==> src/rtl/cpu_run_dump_ctrl.sv <==
// Run controller and end-of-run state dump for the 16-bit pipelined CPU.
// Latency: fetch, capture, then entry offered on the third cycle; min 3 cycles per emitted entry.
// Backpressure: dump_valid and payload hold until dump_ready; next fetch starts on the transfer edge.
module cpu_run_dump_ctrl #(
  parameter int                 INSTR_W      = 16,
  parameter int                 DATA_W       = 16,
  parameter int                 ADDR_W       = 16,
  parameter int                 MEM_WORDS    = 2**ADDR_W,
  parameter int                 NREGS        = 16,
  parameter int                 RESET_CYCLES = 4,
  parameter int                 DRAIN_CYCLES = 10,
  parameter logic [INSTR_W-1:0] HALT_OP0     = 16'hE000,
  parameter logic [INSTR_W-1:0] HALT_OP1     = 16'hE7FF,
  parameter int                 MAX_CYCLES   = 0
) (
  input  logic                     clk,
  input  logic                     reset,
  input  logic                     start,
  output logic                     cpu_reset,
  input  logic [INSTR_W-1:0]       instr,
  output logic [$clog2(NREGS)-1:0] reg_addr,
  input  logic [DATA_W-1:0]        reg_rdata,
  output logic [ADDR_W-1:0]        mem_addr,
  input  logic [DATA_W-1:0]        mem_rdata,
  output logic                     dump_valid,
  input  logic                     dump_ready,
  output logic                     dump_kind,
  output logic [ADDR_W-1:0]        dump_index,
  output logic [DATA_W-1:0]        dump_data,
  output logic [31:0]              cycle_count,
  output logic                     timeout,
  output logic                     done
);

  localparam int RA_W = $clog2(NREGS);

  typedef enum logic [2:0] {
    IDLE, RESET_HOLD, RUN, DRAIN, DUMP_REG, DUMP_MEM, DONE
  } state_t;

  // Sub-step of each dump entry: address presented, read data captured, entry offered.
  typedef enum logic [1:0] {
    PH_FETCH, PH_CAP, PH_OUT
  } phase_t;

  state_t      state;
  phase_t      phase;
  logic [31:0] hold_cnt;   // shared by the reset-hold and drain windows
  logic        is_halt;
  logic        reg_last;
  logic        mem_last;

  assign is_halt  = (instr == HALT_OP0) || (instr == HALT_OP1);
  assign reg_last = (reg_addr == RA_W'(NREGS - 1));
  assign mem_last = (mem_addr == ADDR_W'(MEM_WORDS - 1));

  // Controller: state, phase and every output are registered here.
  always_ff @(posedge clk) begin
    if (reset) begin
      state       <= IDLE;
      phase       <= PH_FETCH;
      hold_cnt    <= '0;
      cpu_reset   <= 1'b1;
      reg_addr    <= '0;
      mem_addr    <= '0;
      dump_valid  <= 1'b0;
      dump_kind   <= 1'b0;
      dump_index  <= '0;
      dump_data   <= '0;
      cycle_count <= '0;
      timeout     <= 1'b0;
      done        <= 1'b0;
    end else begin
      case (state)
        IDLE, DONE: begin
          // A new run starts from a clean slate whether coming from IDLE or a finished dump.
          if (start) begin
            state       <= RESET_HOLD;
            phase       <= PH_FETCH;
            hold_cnt    <= '0;
            cpu_reset   <= 1'b1;
            reg_addr    <= '0;
            mem_addr    <= '0;
            dump_valid  <= 1'b0;
            dump_kind   <= 1'b0;
            dump_index  <= '0;
            dump_data   <= '0;
            cycle_count <= '0;
            timeout     <= 1'b0;
            done        <= 1'b0;
          end
        end

        RESET_HOLD: begin
          if (hold_cnt + 32'd1 >= 32'(RESET_CYCLES)) begin
            state     <= RUN;
            cpu_reset <= 1'b0;
          end else begin
            hold_cnt <= hold_cnt + 32'd1;
          end
        end

        RUN: begin
          // Halt wins over timeout; neither the halt nor the timeout cycle is counted.
          if (is_halt) begin
            state    <= DRAIN;
            hold_cnt <= '0;
          end else if ((MAX_CYCLES != 0) && (cycle_count == 32'(MAX_CYCLES))) begin
            state    <= DRAIN;
            hold_cnt <= '0;
            timeout  <= 1'b1;
          end else begin
            cycle_count <= cycle_count + 32'd1;
          end
        end

        DRAIN: begin
          if (hold_cnt + 32'd1 >= 32'(DRAIN_CYCLES)) begin
            state    <= DUMP_REG;
            phase    <= PH_FETCH;
            reg_addr <= '0;
          end else begin
            hold_cnt <= hold_cnt + 32'd1;
          end
        end

        DUMP_REG: begin
          case (phase)
            PH_FETCH: phase <= PH_CAP;
            PH_CAP: begin
              dump_valid <= 1'b1;
              dump_kind  <= 1'b0;
              dump_index <= ADDR_W'(reg_addr);
              dump_data  <= reg_rdata;
              phase      <= PH_OUT;
            end
            PH_OUT: begin
              if (dump_ready) begin
                dump_valid <= 1'b0;
                phase      <= PH_FETCH;
                if (reg_last) begin
                  state    <= DUMP_MEM;
                  mem_addr <= '0;
                end else begin
                  reg_addr <= reg_addr + 1'b1;
                end
              end
            end
            default: phase <= PH_FETCH;
          endcase
        end

        DUMP_MEM: begin
          case (phase)
            PH_FETCH: phase <= PH_CAP;
            PH_CAP: begin
              if (mem_rdata != '0) begin
                dump_valid <= 1'b1;
                dump_kind  <= 1'b1;
                dump_index <= mem_addr;
                dump_data  <= mem_rdata;
                phase      <= PH_OUT;
              end else begin
                // Zero word: no entry, go straight to the next address.
                phase <= PH_FETCH;
                if (mem_last) begin
                  state <= DONE;
                  done  <= 1'b1;
                end else begin
                  mem_addr <= mem_addr + 1'b1;
                end
              end
            end
            PH_OUT: begin
              if (dump_ready) begin
                dump_valid <= 1'b0;
                phase      <= PH_FETCH;
                if (mem_last) begin
                  state <= DONE;
                  done  <= 1'b1;
                end else begin
                  mem_addr <= mem_addr + 1'b1;
                end
              end
            end
            default: phase <= PH_FETCH;
          endcase
        end

        default: state <= IDLE;
      endcase
    end
  end

endmodule
==> config.mk <==
export PLATFORM = sky130hd
export DESIGN_NAME = cpu_run_dump_ctrl
export DESIGN_NICKNAME = d
export VERILOG_FILES = /design/src/rtl/cpu_run_dump_ctrl.sv
export SDC_FILE = /design/constraint.sdc
export NUM_CORES = 1
export LEC_CHECK = 0
export CAP_MARGIN = 20
export CORE_UTILIZATION = 40
export DETAILED_ROUTE_END_ITERATION = 8
export MAX_ROUTING_LAYER = met4
export PLACE_DENSITY = 0.76
export SYNTH_ARGS = -nofsm -noshare
export SYNTH_HDL_FRONTEND = slang
export SYNTH_SLANG_ARGS = --single-unit
export TNS_END_PERCENT = 1
==> constraint.sdc <==
create_clock -name clk -period 2.7 [get_ports clk]
set_input_delay 0.54 -clock clk [delete_from_list [all_inputs] [get_ports clk]]
set_output_delay 0.54 -clock clk [all_outputs]
set_load 0.05 [all_outputs]
# [Word-level counts from Yosys, hierarchy flattened]
# Index checks and enable logic that the tools add are counted.
[classes] n_addsub=4 n_lt_le_gt_ge=2 n_eq_ne=31 n_mux=66 reduce_logical=22
[ops] op="two-way mux 16 bit" n=13
[ops] op="two-way mux 32 bit" n=5
[ops] op="one-hot mux 16 bit (3 select lines)" n=3
[ops] op="one-hot mux 32 bit (4 select lines)" n=1
[ops] op="adder 32 x 1 -> 32 bit, second input constant" n=2
[ops] op="one-hot mux 32 bit (2 select lines)" n=1
[ops] op="== test 16 bit, second input constant" n=3
[ops] op=">= comparator 32 x 3 -> 1 bit, second input constant" n=1
[ops] op=">= comparator 32 x 4 -> 1 bit, second input constant" n=1
[ops] op="one-hot mux 16 bit (2 select lines)" n=1
[ops] op="two-way mux 3 bit" n=10
[ops] op="inequality test 2 bit, second input constant" n=13
[ops] op="two-way mux 4 bit" n=5
[ops] op="AND reduction 5 bit" n=4
[ops] op="one-hot mux 3 bit (6 select lines)" n=1
[ops] op="adder 16 x 1 -> 16 bit, second input constant" n=1
[ops] op="nonzero test 16 bit" n=1
[ops] op="inequality test 3 bit, second input constant" n=4
[ops] op="one-hot mux 2 bit (3 select lines)" n=2
[ops] op="one-hot mux 4 bit (3 select lines)" n=1
[ops] op="two-way mux 1 bit" n=10
[ops] op="one-hot mux 1 bit (2 select lines)" n=5
[ops] op="AND reduction 10 bit" n=1
[ops] op="== test 3 bit, second input constant" n=3
[ops] op="22 further kinds" n=33
[totals] reg_bits=125 in_bits=52 output_inout_bits=89

# [Depth between registers and ports, before layout]
[logic_depth] depth_word=5 mapped_depth=11 ltp_nobuf=10

# [Worst setup path after synthesis]
# Ideal clock, no wire load.
[synth_path] path_type="reg2reg" startpoint="register hold_cnt[0]" endpoint="register hold_cnt[1]" arrival_ns=2.775 t_required_ns=2.628 slack_ns=-0.147 stages_incl_launch_ff=11 synth_period_minus_slack_ns=2.847 cell_sequence="dfxtp_1 ha_1 nand3_1 nor4_1 a31oi_1 a2111oi_2 nand4_1 nor3_4 o21a_4 buf_6 mux2i_1"
[synth_via] elab_chain_len=4 word_cells_on_any_way=9 cone_classes="add/sub (1); order compare (2); eq/ne (2); mux (3); reduce/logical (1)"
[synth_lines] item="start: declaration" line="48" text="logic [31:0] hold_cnt;"
[synth_lines] item="start signal: assignment" line="99" text="hold_cnt <= hold_cnt + 32'd1;"
[synth_lines] item="start signal: assignment" line="123" text="hold_cnt <= hold_cnt + 32'd1;"
[synth_lines] item="adder 32 x 1 -> 32 bit (*)"
[synth_lines] item=">= comparator 32 x 4 -> 1 bit / >= comparator 32 x 3 -> 1 bit (equally long branches)" line="118, 95"
[synth_lines] item="inequality test 2 bit (no source line)"
[synth_lines] item="AND reduction 5 bit (no source line)"
# Every way passes the cells marked *; elsewhere a longest branch is shown, timed or not. The select of a mux whose other input is x is not followed.
# A chain may end at the register's enable or synchronous reset.

# [Worst setup path in the final report]
[layout_path] startpoint="register hold_cnt[0]" endpoint="register state[1]"
[layout_via] elab_chain_len=4 word_cells_on_any_way=6 cone_classes="add/sub (1); order compare (2); eq/ne (2); reduce/logical (1)"
[layout_lines] item="adder 32 x 1 -> 32 bit (*)" line="95, 118"
[layout_lines] item=">= comparator 32 x 4 -> 1 bit / >= comparator 32 x 3 -> 1 bit (equally long branches)" line="118, 95"
[layout_lines] item="inequality test 2 bit (no source line)"
[layout_lines] item="AND reduction 10 bit (no source line) (*)"
[layout_lines] item="end signal: assignment" line="96" text="state <= RUN;"
[layout_lines] item="end signal: assignment" line="106" text="state <= DRAIN;"
[layout_lines] item="end signal: assignment" line="119" text="state <= DUMP_REG;"
[layout_lines] item="end: declaration" line="46" text="state_t state;"
# Every way passes the cells marked *; elsewhere a longest branch is shown, timed or not.

==> run metrics <==
status=finished with violations; failing checks=negative setup slack; Max clock buf depth=2; DP HPWL=13.5 mm; post-layout min period=2.70 ns; syn nets=869; crit end category=flip-flop; initial antenna violation count=0; Detail Route Antenna Nets=0; Synth Register Bits=125; CP arrival=3.02 ns; maxcap violations=0; grt total ovfl=0; cells along the critical path=buf_4 > nand4_1 > or3_4 > buf_4 > nor4_1 > xnor2_1 > nand3_1 > nor4_2 > nand4_1 > a32o_1; placed cells=1203; crit-path leading delay family=simple AND/OR/NAND/NOR gates; final critical-path setup slack=-0.00343 ns; total core area=15900 µm²; Pwr Total=5.17 mW; final worst-path cycle share=100%; Wirelength per Cell=15.6 µm; fraction of layout cells with a size suffix above 1=14.6%; Clock Tree Root=clkbuf_16; Setup Skew=0.00909 ns; Startpoint Class=flip-flop; Vias/cell=5.56; Layout Cells excl Fill=1235; critical path type=flip-flop to flip-flop; drt pass-1 iters=5; TritonCTS Buffers=17; Mean Syn Cell Area=8.05 µm²; Vias=6861; Die Wd=130 µm; WHS Path Cells=2; Final nets=1067; Hold Crit Start=cpu_reset$_SDFFE_PP1P_; Yosys cell types=71; Worst R2R Start=hold_cnt[0]$_SDFFE_PP0P_; CTS tree=done; final setup vio count=1; placer congestion estimate=0.910; Cell Area, Synth=6510 µm²; Final Max Tran Viols=0; DIE HEIGHT=130 µm; fill count=1441; FMAX=370 MHz; setup TNS=-0.00343 ns; ys async rst share=0%; num rows=46; die area=16800 µm²; slowest CP cell=or3_4; RR Endpoint=state[1]$_SDFFE_PP0P_; Worst slew margin=46.2%; Reg2Reg Setup Slack=-0.003 ns; Syn. warnings=0; Power Density=547 nW/µm²; cts hold-fix bufs=0; first-pass GRT wire length=30.8 mm; Clock Latency Late Sink=0.42 ns; Max Fanout on Critical Path=4; pin count of the biggest net entering global routing=74; Final Hold Fails=0; Worst-path clk slew=0.06 ns; share of the core filled with cells=59.5%; Gate Count Post-Synth=809; ys flop type=dfxtp_1; Worst Hold Class=flip-flop to flip-flop; Leak Pwr=3.27 nW; Reg2Reg Depth=10; H-tree Lvls=4; initial DRC count=550; total wire length=19.3 mm; number of synthesized flops with an enable pin=0; unrepaired setup endpoints after global routing=true; drt drc=0; I/O Buffers=139; CP peak stage delay=0.47 ns; Synth-to-Final Area Change=45.3%; num ports=141; Clock Sinks=125; vias in the first global route=6381; Crit path buffers/inverters=2; worst hold endpoint=cpu_reset$_SDFFE_PP1P_; Peak VDD IR=0.554 mV; Seq/Total Area, Yosys=38.4%; Initial Util=41.0%; Worst Max-Slew Pin Slew=0.807 ns; worst path required time=3.02 ns; Diodes inserted=0; gr usage total=23.8%
-- how the worst max path moves through the flow --
stage / slack [ns] / startpoint / depth (start not counted) / end
3_5_place_dp: -0.39 / mem_rdata[11] / 11 / state[1]$_SDFFE_PP0P_
6_report: -0.003 / hold_cnt[0]$_SDFFE_PP0P_ / 10 / state[1]$_SDFFE_PP0P_
2_1_floorplan: 0.03 / hold_cnt[0]$_SDFFE_PP0P_ / 10 / hold_cnt[1]$_SDFFE_PP0P_
3_3_place_gp: -0.40 / mem_rdata[6] / 11 / state[1]$_SDFFE_PP0P_
5_1_grt: -0.1 / hold_cnt[0]$_SDFFE_PP0P_ / 10 / state[1]$_SDFFE_PP0P_
4_1_cts: 0.01 / hold_cnt[1]$_SDFFE_PP0P_ / 10 / reg_addr[1]$_SDFFE_PP0P_
-- report_power, final --
group	internal (mW)	switching [mW]
Combinational	0.419	0.542
Clock	1.45	0.843
Sequential	1.87	0.0501
Total	3.74	1.44
-- placed cells by master, fill, tap and decap left out, drive strengths merged, types with 27 or more instances in the layout --
cell,netlist,final
nor3b,28,28
buf,8,89
nand3,33,33
nor2,125,125
clkdlybuf4s50,0,138
dfxtp,125,125
nand4,27,27
nand2,71,71
nor3,36,36
xnor2,38,38
-- state kept, by name (all words and copies together), names as in the netlist, 2 cells and up --
signal and flops:
mem_addr 16, hold_cnt 32, phase 2, dump_index 16, dump_data 16, state 3, cycle_count 32, reg_addr 4
-- area by class of cell --
type	count	area, µm²	area share, %
multi-input cells	616	3850	40.8
flip-flops and latches	125	2510	26.5
repair buffers	227	2150	22.8
clock buffers	22	484	5.12
well taps	216	270	2.86
clock inverters	9	110	1.16
inverters	20	75.1	0.794
-- synthesized netlist by cell type (all sizes together), types with 9 or more instances --
cell	count	share of area [%]
dfxtp	125	38
nor2	125	7.2
nand2	71	4.1
clkbuf	40	2.3
xnor2	38	5.1
nor3	36	2.9
nand3	33	2.5
nor3b	28	3.2
nand4	27	2.7
nor4	26	2.6
a21oi	25	1.9
o21ai	22	1.7
a221oi	21	2.8
inv	18	1.0
a22oi	13	1.5
and4	11	1.5
or3	11	1.1
and3	10	0.96
and2	9	0.86
-- per-stage QoR --
stage	hold slack, ns	cell area (µm²)	setup WS [ns]
after floorplan	0.439	6540	0.0293
after global placement	0.454	8740	-0.400
after detailed placement	0.459	8770	-0.391
after CTS	0.466	9370	0.0132
after global routing	0.503	9460	-0.0971
final	0.454	9460	-0.00343
-- worst reg2reg max path, cell delays in order, from the launching register on --
cell and delay (ns):
dfxtp_2 0.36, buf_4 0.12, nand4_1 0.20, or3_4 0.47, buf_4 0.16, nor4_1 0.33
xnor2_1 0.19, nand3_1 0.13, nor4_2 0.25, nand4_1 0.17, a32o_1 0.24
-- layer usage --
metal  vias up  track usage [%]  part of all wire, %
li1       3358                -                    -
met5         -                -                    0
met4         0             7.66                  1.5
met3        27             5.82                  5.4
met2       186             37.7                   48
met1      3290             29.6                   45
-- cell families (layout without fill, tap and decap cells) --
group,after synthesis,after routing,share of synthesized area [%]
AO/OA/AOI/OAI,138,138,15.3
flip-flops,125,125,38.4
multiplexers,8,8,1.23
adder cells (fa/ha/maj),9,9,1.69
buffers and inverters,68,278,4.29
other,1,1,0.0576
AND/OR/NAND/NOR,417,417,33.2
XOR/XNOR,43,43,5.79
-- timing repair --
| item | CTS | global route |
|---|---|---|
| cloned | 0 | 0 |
| setup buffers | 0 | 1 |
| endpoints found under the hold margin | 0 | 0 |
| resized for setup | 1 | 20 |
| pin swaps | 2 | 11 |
| endpoints found under the setup margin | 3 | 54 |
Note: power is estimated with default switching activity, not from simulation.
